### config.mk
export PLATFORM = sky130hd
export DESIGN_NAME = world_map_tracer
export DESIGN_NICKNAME = d
export VERILOG_FILES = /design/src/rtl/raycast_pkg.sv /design/src/rtl/rr_arbiter.sv /design/src/rtl/world_map_tracer.sv
export SDC_FILE = /design/constraint.sdc
export NUM_CORES = 2
export LEC_CHECK = 0
export CORE_MARGIN = 5
export CORE_UTILIZATION = 55
export DETAILED_ROUTE_END_ITERATION = 10
export PLACE_DENSITY = 0.72
export SLEW_MARGIN = 5
export SYNTH_ARGS = -nofsm -noshare
export SYNTH_HDL_FRONTEND = slang
export SYNTH_SLANG_ARGS = --single-unit
### constraint.sdc
create_clock -name clk -period 8.7 [get_ports clk]
set_clock_uncertainty 0.05 [all_clocks]
set_input_delay 2.61 -clock clk [delete_from_list [all_inputs] [get_ports clk]]
set_output_delay 2.61 -clock clk [all_outputs]
set_load 0.02 [all_outputs]
### src/rtl/raycast_pkg.sv
// ============================================================================
// Module : raycast_pkg
// Brief  : Shared constants and map addressing helper for the raycaster.
// Rev    : 1.0  initial release
// ============================================================================
`default_nettype none

package raycast_pkg;

  localparam int TILE_AIR   = 0;
  localparam int DEF_MAP_W  = 16;
  localparam int DEF_MAP_H  = 16;
  localparam int DEF_TILE_W = 8;

  // Row-major cell address.
  function automatic int cell_addr(input int x, input int y, input int map_w);
    return (y * map_w) + x;
  endfunction

endpackage

`default_nettype wire

### src/rtl/rr_arbiter.sv
// ============================================================================
// Module : rr_arbiter
// Brief  : Round-robin arbiter; search starts at the pointer, which moves past the winner.
// Rev    : 1.0  initial release
// ============================================================================
`default_nettype none

module rr_arbiter #(
  parameter int N = 4,
  localparam int PW = (N > 1) ? $clog2(N) : 1
) (
  input  logic          clk,
  input  logic          rst_n,
  input  logic [N-1:0]  req_i,
  input  logic          advance_i,
  output logic [N-1:0]  grant_o,
  output logic [PW-1:0] grant_idx_o
);

  logic [PW-1:0] ptr_q;
  logic [PW-1:0] ptr_d;
  logic [PW-1:0] idx;
  logic          found;

  always_comb begin
    grant_o     = '0;
    grant_idx_o = '0;
    found       = 1'b0;
    idx         = '0;
    for (int i = 0; i < N; i++) begin
      idx = PW'((int'(ptr_q) + i) % N);
      if (!found && req_i[idx]) begin
        found          = 1'b1;
        grant_o[idx]   = 1'b1;
        grant_idx_o    = idx;
      end
    end
  end

  always_comb begin
    ptr_d = ptr_q;
    if (advance_i && found) begin
      ptr_d = (grant_idx_o == PW'(N - 1)) ? '0 : grant_idx_o + 1'b1;
    end
  end

  always_ff @(posedge clk or negedge rst_n) begin
    if (!rst_n) begin
      ptr_q <= '0;
    end else begin
      ptr_q <= ptr_d;
    end
  end

endmodule

`default_nettype wire

### src/rtl/world_map_tracer.sv
// ============================================================================
// Module : world_map_tracer
// Brief  : Multi-channel tile-map query engine with per-channel first-hit latch.
// Rev    : 1.0  initial release
// ============================================================================
`default_nettype none

module world_map_tracer
  import raycast_pkg::*;
#(
  parameter int                NUM_CH      = 4,
  parameter int                MAP_W       = DEF_MAP_W,
  parameter int                MAP_H       = DEF_MAP_H,
  parameter int                TILE_W      = DEF_TILE_W,
  parameter logic [TILE_W-1:0] BORDER_TILE = TILE_W'(1),
  localparam int               XW          = $clog2(MAP_W),
  localparam int               YW          = $clog2(MAP_H)
) (
  input  logic                     clk,
  input  logic                     rst_n,
  input  logic                     setup_complete,
  input  logic [NUM_CH-1:0]        ch_new_ray,
  input  logic [NUM_CH-1:0]        ch_valid,
  output logic [NUM_CH-1:0]        ch_ready,
  input  logic [NUM_CH*XW-1:0]     ch_x,
  input  logic [NUM_CH*YW-1:0]     ch_y,
  output logic [NUM_CH-1:0]        hit_valid,
  output logic [NUM_CH*XW-1:0]     hit_x,
  output logic [NUM_CH*YW-1:0]     hit_y,
  output logic [NUM_CH*TILE_W-1:0] hit_tile,
  input  logic                     wr_en,
  input  logic [XW-1:0]            wr_x,
  input  logic [YW-1:0]            wr_y,
  input  logic [TILE_W-1:0]        wr_tile
);

  localparam int DEPTH = MAP_W * MAP_H;
  localparam int AW    = $clog2(DEPTH);
  localparam int CW    = (NUM_CH > 1) ? $clog2(NUM_CH) : 1;

  logic [NUM_CH-1:0]        elig;
  logic [NUM_CH-1:0]        grant;
  logic [CW-1:0]            grant_idx;
  logic [XW-1:0]            sel_x;
  logic [YW-1:0]            sel_y;
  logic                     sel_oob;
  logic [AW-1:0]            rd_addr;
  logic                     wr_inb;
  logic [AW-1:0]            wr_addr;
  logic [TILE_W-1:0]        res_tile;

  logic [TILE_W-1:0]        mem_q [DEPTH];
  logic [TILE_W-1:0]        rdata_q;
  logic                     pipe_vld_q;
  logic [CW-1:0]            pipe_ch_q;
  logic [XW-1:0]            pipe_x_q;
  logic [YW-1:0]            pipe_y_q;
  logic                     pipe_oob_q;

  logic [NUM_CH-1:0]        hit_valid_q, hit_valid_d;
  logic [NUM_CH*XW-1:0]     hit_x_q, hit_x_d;
  logic [NUM_CH*YW-1:0]     hit_y_q, hit_y_d;
  logic [NUM_CH*TILE_W-1:0] hit_tile_q, hit_tile_d;

  // A pending write steals the whole cycle so a read never races the RAM update.
  assign elig = ch_valid & ~hit_valid_q & ~ch_new_ray & {NUM_CH{setup_complete & ~wr_en}};

  rr_arbiter #(.N(NUM_CH)) u_arb (
    .clk         (clk),
    .rst_n       (rst_n),
    .req_i       (elig),
    .advance_i   (1'b1),
    .grant_o     (grant),
    .grant_idx_o (grant_idx)
  );

  assign ch_ready = grant;
  assign sel_x    = ch_x[int'(grant_idx)*XW +: XW];
  assign sel_y    = ch_y[int'(grant_idx)*YW +: YW];
  assign sel_oob  = (int'(sel_x) >= MAP_W) || (int'(sel_y) >= MAP_H);
  assign rd_addr  = AW'(cell_addr(int'(sel_x), int'(sel_y), MAP_W));
  assign wr_inb   = (int'(wr_x) < MAP_W) && (int'(wr_y) < MAP_H);
  assign wr_addr  = AW'(cell_addr(int'(wr_x), int'(wr_y), MAP_W));

  always_ff @(posedge clk) begin
    if (wr_en && wr_inb) begin
      mem_q[wr_addr] <= wr_tile;
    end
  end

  always_ff @(posedge clk) begin
    if ((|grant) && !sel_oob) begin
      rdata_q <= mem_q[rd_addr];
    end
  end

  always_ff @(posedge clk or negedge rst_n) begin
    if (!rst_n) begin
      pipe_vld_q <= 1'b0;
      pipe_ch_q  <= '0;
      pipe_x_q   <= '0;
      pipe_y_q   <= '0;
      pipe_oob_q <= 1'b0;
    end else begin
      pipe_vld_q <= |grant;
      if (|grant) begin
        pipe_ch_q  <= grant_idx;
        pipe_x_q   <= sel_x;
        pipe_y_q   <= sel_y;
        pipe_oob_q <= sel_oob;
      end
    end
  end

  assign res_tile = pipe_oob_q ? BORDER_TILE : rdata_q;

  // Clearing (new ray or setup dropped) takes precedence over a returning result.
  always_comb begin
    hit_valid_d = hit_valid_q;
    hit_x_d     = hit_x_q;
    hit_y_d     = hit_y_q;
    hit_tile_d  = hit_tile_q;
    for (int c = 0; c < NUM_CH; c++) begin
      if (!setup_complete || ch_new_ray[c]) begin
        hit_valid_d[c] = 1'b0;
      end else if (pipe_vld_q && (pipe_ch_q == CW'(c)) && !hit_valid_q[c] &&
                   (res_tile != TILE_W'(TILE_AIR))) begin
        hit_valid_d[c]                 = 1'b1;
        hit_x_d[c*XW +: XW]            = pipe_x_q;
        hit_y_d[c*YW +: YW]            = pipe_y_q;
        hit_tile_d[c*TILE_W +: TILE_W] = res_tile;
      end
    end
  end

  always_ff @(posedge clk or negedge rst_n) begin
    if (!rst_n) begin
      hit_valid_q <= '0;
      hit_x_q     <= '0;
      hit_y_q     <= '0;
      hit_tile_q  <= '0;
    end else begin
      hit_valid_q <= hit_valid_d;
      hit_x_q     <= hit_x_d;
      hit_y_q     <= hit_y_d;
      hit_tile_q  <= hit_tile_d;
    end
  end

  assign hit_valid = hit_valid_q;
  assign hit_x     = hit_x_q;
  assign hit_y     = hit_y_q;
  assign hit_tile  = hit_tile_q;

endmodule

`default_nettype wire

**Word level (Yosys, flattened, before mapping)**

Memory sizes are Yosys's and may differ from the RTL's. A register that Yosys moved wholly into a read port is not among the register bits.
Cells that the tools add are included.

- Flip-flop bits (word level): 81
- RAM bits: 2,048
- Input bits: 60
- Output and inout port bits: 72
- Logic and storage cells: 137
- Memories: 1

Memories:

| name | words | bits a word | rd ports | clocked after Yosys merged registers in | wr ports | RTL line | RTL |
|---|---|---|---|---|---|---|---|
| mem_q | 256 | 8 | 1 | 1 | 1 | world_map_tracer.sv:52 | `logic [TILE_W-1:0] mem_q [DEPTH];` |

- Add/subtract/negate cells: 6
- $lt $le $gt $ge: 8
- Equality and inequality tests: 4
- Shift operators: 2
- Muxes and demuxes: 39
- Bitwise logic cells: 14
- Reductions and logical operators: 42

Operator list:

| cell | number |
|---|---|
| 16-bit by 5-bit indexed part select with 4-bit output | 2 |
| 1-bit two-way mux | 22 |
| 1-bit logical AND | 19 |
| 8-bit by 4-bit adder with 8-bit output | 2 |
| 4-bit two-way mux | 4 |
| 4-bit AND | 3 |
| 2-bit by 3-bit less-than comparator with 1-bit output (second input constant) | 4 |
| 4-bit bitwise OR | 3 |
| 2-bit two-way mux | 5 |
| 1-bit binary-select mux with 2-bit select | 4 |
| 1-bit demux with 2-bit select | 4 |
| 2-bit by 1-bit greater-or-equal comparator with 1-bit output (second input constant) | 4 |
| 1-bit zero test | 8 |
| 4-bit NOT | 2 |
| 2-bit AND reduction | 4 |
| 2-bit nonzero test | 4 |
| 8-bit nonzero test | 1 |
| 2-bit equality test (second input constant) | 3 |
| 1-bit NOT | 5 |
| 2-bit by 1-bit adder with 2-bit output (second input constant) | 2 |
| 2-bit adder (second input constant) | 2 |
| 1-bit logical OR | 4 |
| 4-bit OR reduction | 1 |
| 2-bit by 1-bit equality test with 1-bit output (second input constant) | 1 |
| other kinds (2) | 2 |

**Depth between registers and ports, before layout**

- Depth after elaboration: 18
- Depth in mapped cells: 21
- Mapped depth without buffers: 14

**Hierarchy**

Synthesis repeated with hierarchy kept, for this count alone.

- Cell total of the unflattened synthesis: 4,987
- Area, all modules: 85,231.7 µm²

By module, submodules not included:

| module | instances | cells each | area each (µm²) | sequential area each (µm²) |
|---|---|---|---|---|
| world_map_tracer | 1 | 4,928 | 84,693.7 | 63,716.1 |
| rr_arbiter | 1 | 59 | 538.0 | 50.0 |

**Worst setup path before layout**

OpenSTA, ideal clock, no wires.

- Kind: input to output
- Start point: input ch_new_ray[3]
- End point: output ch_ready[1]
- Data arrival time: 4,251 ps
- Required time: 6,040 ps
- Path slack: 1,789 ps
- Stages on the path: 7
- Path buffers: 1
- Cell sequence: or3b_1 buf_2 o21ai_0 a22oi_1 nor2_1 a22oi_1 o21ai_0

- Cells in the longest elaborated chain, start to end: 15
- Elaborated cells on any way between the ends: 27
- Classes of those cells: mux: 15; bitwise: 6; reduce/logical: 6

Ends and longest elaborated chain:

| what | RTL line | RTL |
|---|---|---|
| start, declared | world_map_tracer.sv:22 | `input logic [NUM_CH-1:0] ch_new_ray,` |
| 4-bit NOT * | world_map_tracer.sv:66 | `assign elig = ch_valid & ~hit_valid_q & ~ch_new_ray & {NUM_CH{setup_complete & ~wr_en}};` |
| 4-bit AND * (2 in series) | world_map_tracer.sv:66 |  |
| 1-bit binary-select mux with 2-bit select | rr_arbiter.sv:32 | `if (!found && req_i[idx]) begin` |
| 1-bit two-way mux (not written as such) | rr_arbiter.sv:32 |  |
| 1-bit two-way mux | rr_arbiter.sv:32 |  |
| 1-bit zero test | rr_arbiter.sv:32 |  |
| 1-bit logical AND | rr_arbiter.sv:32 |  |
| 1-bit two-way mux | rr_arbiter.sv:32 |  |
| 1-bit zero test | rr_arbiter.sv:32 |  |
| 1-bit logical AND | rr_arbiter.sv:32 |  |
| 1-bit two-way mux | rr_arbiter.sv:32 |  |
| 1-bit zero test | rr_arbiter.sv:32 |  |
| 1-bit logical AND | rr_arbiter.sv:32 |  |
| 4-bit two-way mux * | rr_arbiter.sv:32 |  |
| end, declared | world_map_tracer.sv:24 | `output logic [NUM_CH-1:0] ch_ready,` |

Mark *: on every way between the ends. The rest lies on a longest branch, timed or not. The select of a mux whose other input is x is not followed.

**Final worst setup path**

- Start point: input ch_valid[3]
- End point: output ch_ready[0]

- Cells in the longest elaborated chain, start to end: 15
- Elaborated cells on any way between the ends: 27
- Classes of those cells: mux: 15; bitwise: 6; reduce/logical: 6

Ends and longest elaborated chain:

| what | RTL line | RTL |
|---|---|---|
| start, declared | world_map_tracer.sv:23 | `input logic [NUM_CH-1:0] ch_valid,` |
| 4-bit AND * (3 in series) | world_map_tracer.sv:66 |  |
| 1-bit binary-select mux with 2-bit select | rr_arbiter.sv:32 |  |
| 1-bit two-way mux (not written as such) | rr_arbiter.sv:32 |  |
| 1-bit two-way mux | rr_arbiter.sv:32 |  |
| 1-bit zero test | rr_arbiter.sv:32 |  |
| 1-bit logical AND | rr_arbiter.sv:32 |  |
| 1-bit two-way mux | rr_arbiter.sv:32 |  |
| 1-bit zero test | rr_arbiter.sv:32 |  |
| 1-bit logical AND | rr_arbiter.sv:32 |  |
| 1-bit two-way mux | rr_arbiter.sv:32 |  |
| 1-bit zero test | rr_arbiter.sv:32 |  |
| 1-bit logical AND | rr_arbiter.sv:32 |  |
| 4-bit two-way mux * | rr_arbiter.sv:32 |  |

Marks and branches as above.

==> results_tabular.tex <==
\begin{tabular}{lr}
\hline
Metric & Value \\
\hline
\multicolumn{2}{l}{\textbf{Synth}} \\
\quad Share of the yosys chip area belonging to registers & 74.5\% \\
\quad Fraction of the mapped netlist area in compound gates & 5.06\% \\
\quad Synthesized area per cell & 14.0 sq um \\
\quad Top flip-flop cell by instance count after synthesis & sky130\_fd\_sc\_hd\_\_edfxtp\_1 \\
\quad Cell type with the largest total area after synthesis & sky130\_fd\_sc\_hd\_\_edfxtp\_1 \\
\quad Register bit count reported by yosys & 2137 \\
\quad Synth async-reset ratio & 3.79\% \\
\quad Portion of synthesized cell area occupied by the leading cell type & 72.1\% \\
\quad Number of library cell types mapped by synthesis & 82 \\
\quad Most frequently used cell type in the post-synthesis netlist & sky130\_fd\_sc\_hd\_\_edfxtp\_1 \\
\quad Cells after synthesis & 6133 \\
\quad Syn Nets & 6197 \\
\quad Yosys synthesis warning count & 0 \\
\quad Biggest area contributors in the synthesized netlist & sky130\_fd\_sc\_hd\_\_edfxtp\_1, sky130\_fd\_sc\_hd\_\_nand2\_1, sky130\_fd\_sc\_hd\_\_mux2i\_1 \\
\quad Xor and xnor fraction of the mapped netlist area & 0.0102\% \\
\quad Cell area after technology mapping & 85600 sq um \\
\quad Adder-Cell Fraction of Synth Area & 0.0585\% \\
\quad Leading cell types by count after synthesis & sky130\_fd\_sc\_hd\_\_edfxtp\_1, sky130\_fd\_sc\_hd\_\_nand2\_1, sky130\_fd\_sc\_hd\_\_nand3\_1 \\
\quad Main combinational cell family by area after synthesis & simple AND/OR/NAND/NOR gates \\
\quad Multiplexer share of the synthesized area & 5.84\% \\
\quad Post-synthesis share of cell area spent on and, or, nand and nor gates & 12.3\% \\
\quad EDFF count, synth & 2056 \\
\multicolumn{2}{l}{\textbf{Clock network}} \\
\quad Worst-Skew Late Latency & 860 ps \\
\quad Clock buffers created by TritonCTS & 204 \\
\quad Number of hold-repair buffers added at the cts stage & 0 \\
\quad Clock root cell & sky130\_fd\_sc\_hd\_\_clkbuf\_16 \\
\quad TritonCTS clock tree & built \\
\quad CTS Sinks & 2137 \\
\quad Number of gates given a new drive strength after cts & 0 \\
\quad Buffer levels on the longest clock path & 3 \\
\quad Reg clk slew, reported paths & 60 ps \\
\quad Deepest level of the CTS H-tree & 4 \\
\quad Number of buffers inserted to repair setup after CTS & 0 \\
\multicolumn{2}{l}{\textbf{Detailed routing}} \\
\quad DR pass1 iterations & 6 \\
\quad Remaining antenna violation count & 0 \\
\quad Detail-routed via count per cell & 6.38 \\
\quad Overall routed net length & 241000 um \\
\quad Vias post-DR & 54200 \\
\quad DRT iter0 DRCs & 8015 \\
\quad Post-route DRC & 0 \\
\quad Routed length per instance & 28.4 um \\
\multicolumn{2}{l}{\textbf{STA}} \\
\quad Final-report setup violation count & 0 \\
\quad Final hold violations & 0 \\
\quad Slew at the pin closest to its max-slew limit & 1310 ps \\
\quad Period Utilization, post-route & 95.1\% \\
\quad Final count of pins violating max slew & 0 \\
\quad Final period demand of the worst path & 8270 ps \\
\quad Worst slew slack as a fraction of its limit & 12.5\% \\
\quad Highest achievable clock rate & 121 MHz \\
\quad RSZ-0062 raised after global routing & false \\
\quad Setup slack after layout & 430 ps \\
\multicolumn{2}{l}{\textbf{Die}} \\
\quad Floorplan Core Area & 154000 sq um \\
\quad Area of the die & 164000 sq um \\
\quad Ports & 132 \\
\quad Initial Util & 55.4\% \\
\quad Floorplan die height & 404 um \\
\quad Horizontal die dimension & 404 um \\
\quad Row cnt & 144 \\
\multicolumn{2}{l}{\textbf{Min path}} \\
\quad Hold path start & hit\_y[7] \\
\quad Worst hold path type & flip-flop to flip-flop \\
\multicolumn{2}{l}{\textbf{Power}} \\
\quad Static leakage & 32.7 nW \\
\quad Power density relative to cell area & 269 nW/um\^{}2 \\
\quad Pwr Total & 25.8 mW \\
\quad Maximum vdd ir drop & 0.266 mV \\
\multicolumn{2}{l}{\textbf{Layout}} \\
\quad Final cell utilization of the core & 62.1\% \\
\quad Fillcell total & 11100 \\
\quad Fraction of final layout cells with drive strength greater than 1 & 9.17\% \\
\quad Final cell count without fillers & 8493 \\
\quad Area overhead of the layout relative to synthesis & 12.1\% \\
\quad Net count of the finished layout & 6337 \\
\quad Total non-filler cell area in the finished layout & 95900 sq um \\
\multicolumn{2}{l}{\textbf{GRT}} \\
\quad Overflow after GRT & 0 \\
\quad Maximum number of pins on one net before global-route repair & 205 \\
\quad Via count of the first global-routing pass & 51600 \\
\quad Met2 Track Usage GR & 43.9\% \\
\quad GRT Total Usage & 29.0\% \\
\quad Global Route met3 Usage & 7.66\% \\
\quad Busiest layer in global routing & met2 \\
\quad Grt met1 use & 40.3\% \\
\quad First-pass GRT wire length & 349000 um \\
\quad Initial antenna violation count & 11 \\
\multicolumn{2}{l}{\textbf{Worst setup path}} \\
\quad Slowest cell on crit path & sky130\_fd\_sc\_hd\_\_clkdlybuf4s50\_1 \\
\quad CP startpoint & ch\_valid[3] \\
\quad Maximum cell stage delay along the critical path & 700 ps \\
\quad Startpoint of the worst-slack reg-to-reg timing path & u\_arb.ptr\_q[0] \\
\quad Maximum net fanout on the critical path & 13 \\
\quad Critical path required time & 6040 ps \\
\quad Kind of critical path & primary input to primary output \\
\quad Element type at the critical path end & primary output \\
\quad Minimum setup slack among reg-to-reg paths & 1920 ps \\
\quad Critical path data arrival time & 5610 ps \\
\quad Cell chain of the critical path & clkdlybuf4s50\_1 -> or3b\_1 -> o21ai\_0 -> a22oi\_1 -> nor2\_1 -> a22oi\_1 -> o21ai\_0 -> clkdlybuf4s50\_1 \\
\quad Nature of the critical path startpoint & primary input \\
\multicolumn{2}{l}{\textbf{Placed design}} \\
\quad Pre-CTS worst setup slack & -79.1 ps \\
\quad Placed wire-length estimate & 150000 um \\
\quad Count of input and output buffers & 131 \\
\quad Dpl cell area & 89400 sq um \\
\quad Cell count after placement & 8111 \\
\quad Routability Congestion & 0.935 \\
\multicolumn{2}{l}{\textbf{Outcome}} \\
\quad Outcome & complete, no violations \\
\multicolumn{2}{l}{\textbf{Run}} \\
\quad Count of max-cap constraint violations & 0 \\
\hline
\end{tabular}
==> flip-flops by register name, summed over array words and instances (netlist names) <==
| signal | flops |
|---|---|
| hit_tile | 32 |
| hit_y | 16 |
| hit_valid | 4 |
| pipe_x_q | 4 |
| rdata_q | 8 |
| mem_q | 2048 |
| pipe_vld_q | 1 |
| pipe_ch_q | 2 |
| u_arb.ptr_q | 2 |
| hit_x | 16 |
| pipe_y_q | 4 |
==> cells in the final DEF, fill, tap and decap left out, types with 18 or more instances in the layout <==
cell,synthesis,final
sky130_fd_sc_hd__a211oi_1,18,18
sky130_fd_sc_hd__a21oi_1,242,241
sky130_fd_sc_hd__a311oi_1,19,19
sky130_fd_sc_hd__a31oi_1,33,33
sky130_fd_sc_hd__a32oi_1,29,29
sky130_fd_sc_hd__buf_12,0,26
sky130_fd_sc_hd__buf_4,40,154
sky130_fd_sc_hd__clkbuf_1,156,53
sky130_fd_sc_hd__clkbuf_16,0,207
sky130_fd_sc_hd__clkdlybuf4s50_1,0,122
sky130_fd_sc_hd__clkinv_1,0,45
sky130_fd_sc_hd__clkinv_2,0,31
sky130_fd_sc_hd__dfrtp_1,81,81
sky130_fd_sc_hd__edfxtp_1,2056,2056
sky130_fd_sc_hd__mux2_2,69,68
sky130_fd_sc_hd__mux2i_1,402,394
sky130_fd_sc_hd__nand2_1,1357,1352
sky130_fd_sc_hd__nand3_1,615,615
sky130_fd_sc_hd__nand4_1,35,35
sky130_fd_sc_hd__nor2_1,300,299
sky130_fd_sc_hd__nor2b_1,18,18
sky130_fd_sc_hd__nor3_1,28,28
sky130_fd_sc_hd__nor4_1,50,50
sky130_fd_sc_hd__o21ai_0,38,38
sky130_fd_sc_hd__o221ai_1,18,18
sky130_fd_sc_hd__o22ai_1,123,123
==> critical path, delay by kind of cell <==
| family | cells | cell delay, ps |
|---|---|---|
| buffers and inverters | 2 | 1230 |
| AOI/OAI and AO/OA | 4 | 890 |
| and+or+nand+nor | 2 | 870 |
==> per-stage QoR <==
stage                     TNS [ps]  hold slack [ps]
after floorplan                  0              457
after global placement        -138              435
after detailed placement      -149              433
after CTS                        0              455
after global routing             0              467
final                            0              451
==> worst paths after layout <==
check	cells past startpoint	end
worst max-delay path	8	ch_ready[0]
worst min-delay path	1	hit_y[7]
worst max register to register	17	rdata_q[5]
worst min register to register	1	hit_y[7]
max in group asynchronous	2	u_arb.ptr_q[0]
min in group asynchronous	1	hit_x[9]
==> kinds of logic (layout without fill, tap and decap cells) <==
family / count (synthesis) / after routing
buffers and inverters: 386 / 695
multiplexers: 482 / 482
flip-flops: 2137 / 2137
AND/OR/NAND/NOR: 2466 / 2466
other: 0 / 7
AO/OA/AOI/OAI: 657 / 657
adder cells (fa/ha/maj): 4 / 4
XOR/XNOR: 1 / 1
==> cell type report <==
class | count | area (sq um) | share of cell area [%]
diodes | 7 | 17.5 | 0.0183
repair buffers | 310 | 3020 | 3.14
clock buffers | 266 | 5460 | 5.69
inverters | 10 | 37.5 | 0.0391
well taps | 2044 | 2560 | 2.67
multi-input cells | 3610 | 20100 | 20.9
clock inverters | 109 | 1030 | 1.07
flip-flops and latches | 2137 | 63800 | 66.5
==> power breakdown <==
part / total [mW] / switching (mW) / internal, mW
Sequential: 11.7 / 0.215 / 11.5
Combinational: 5.43 / 3.67 / 1.75
Clock: 8.69 / 3.80 / 4.90
==> metal layers <==
layer  vias to the layer above  part of all wire (%)
met5                         -                 0.017
met4                         6                   4.9
met3                       617                    12
met2                      3563                    45
met1                     26700                    38
li1                      23200                     -
Power figures use the tool's default switching activity.
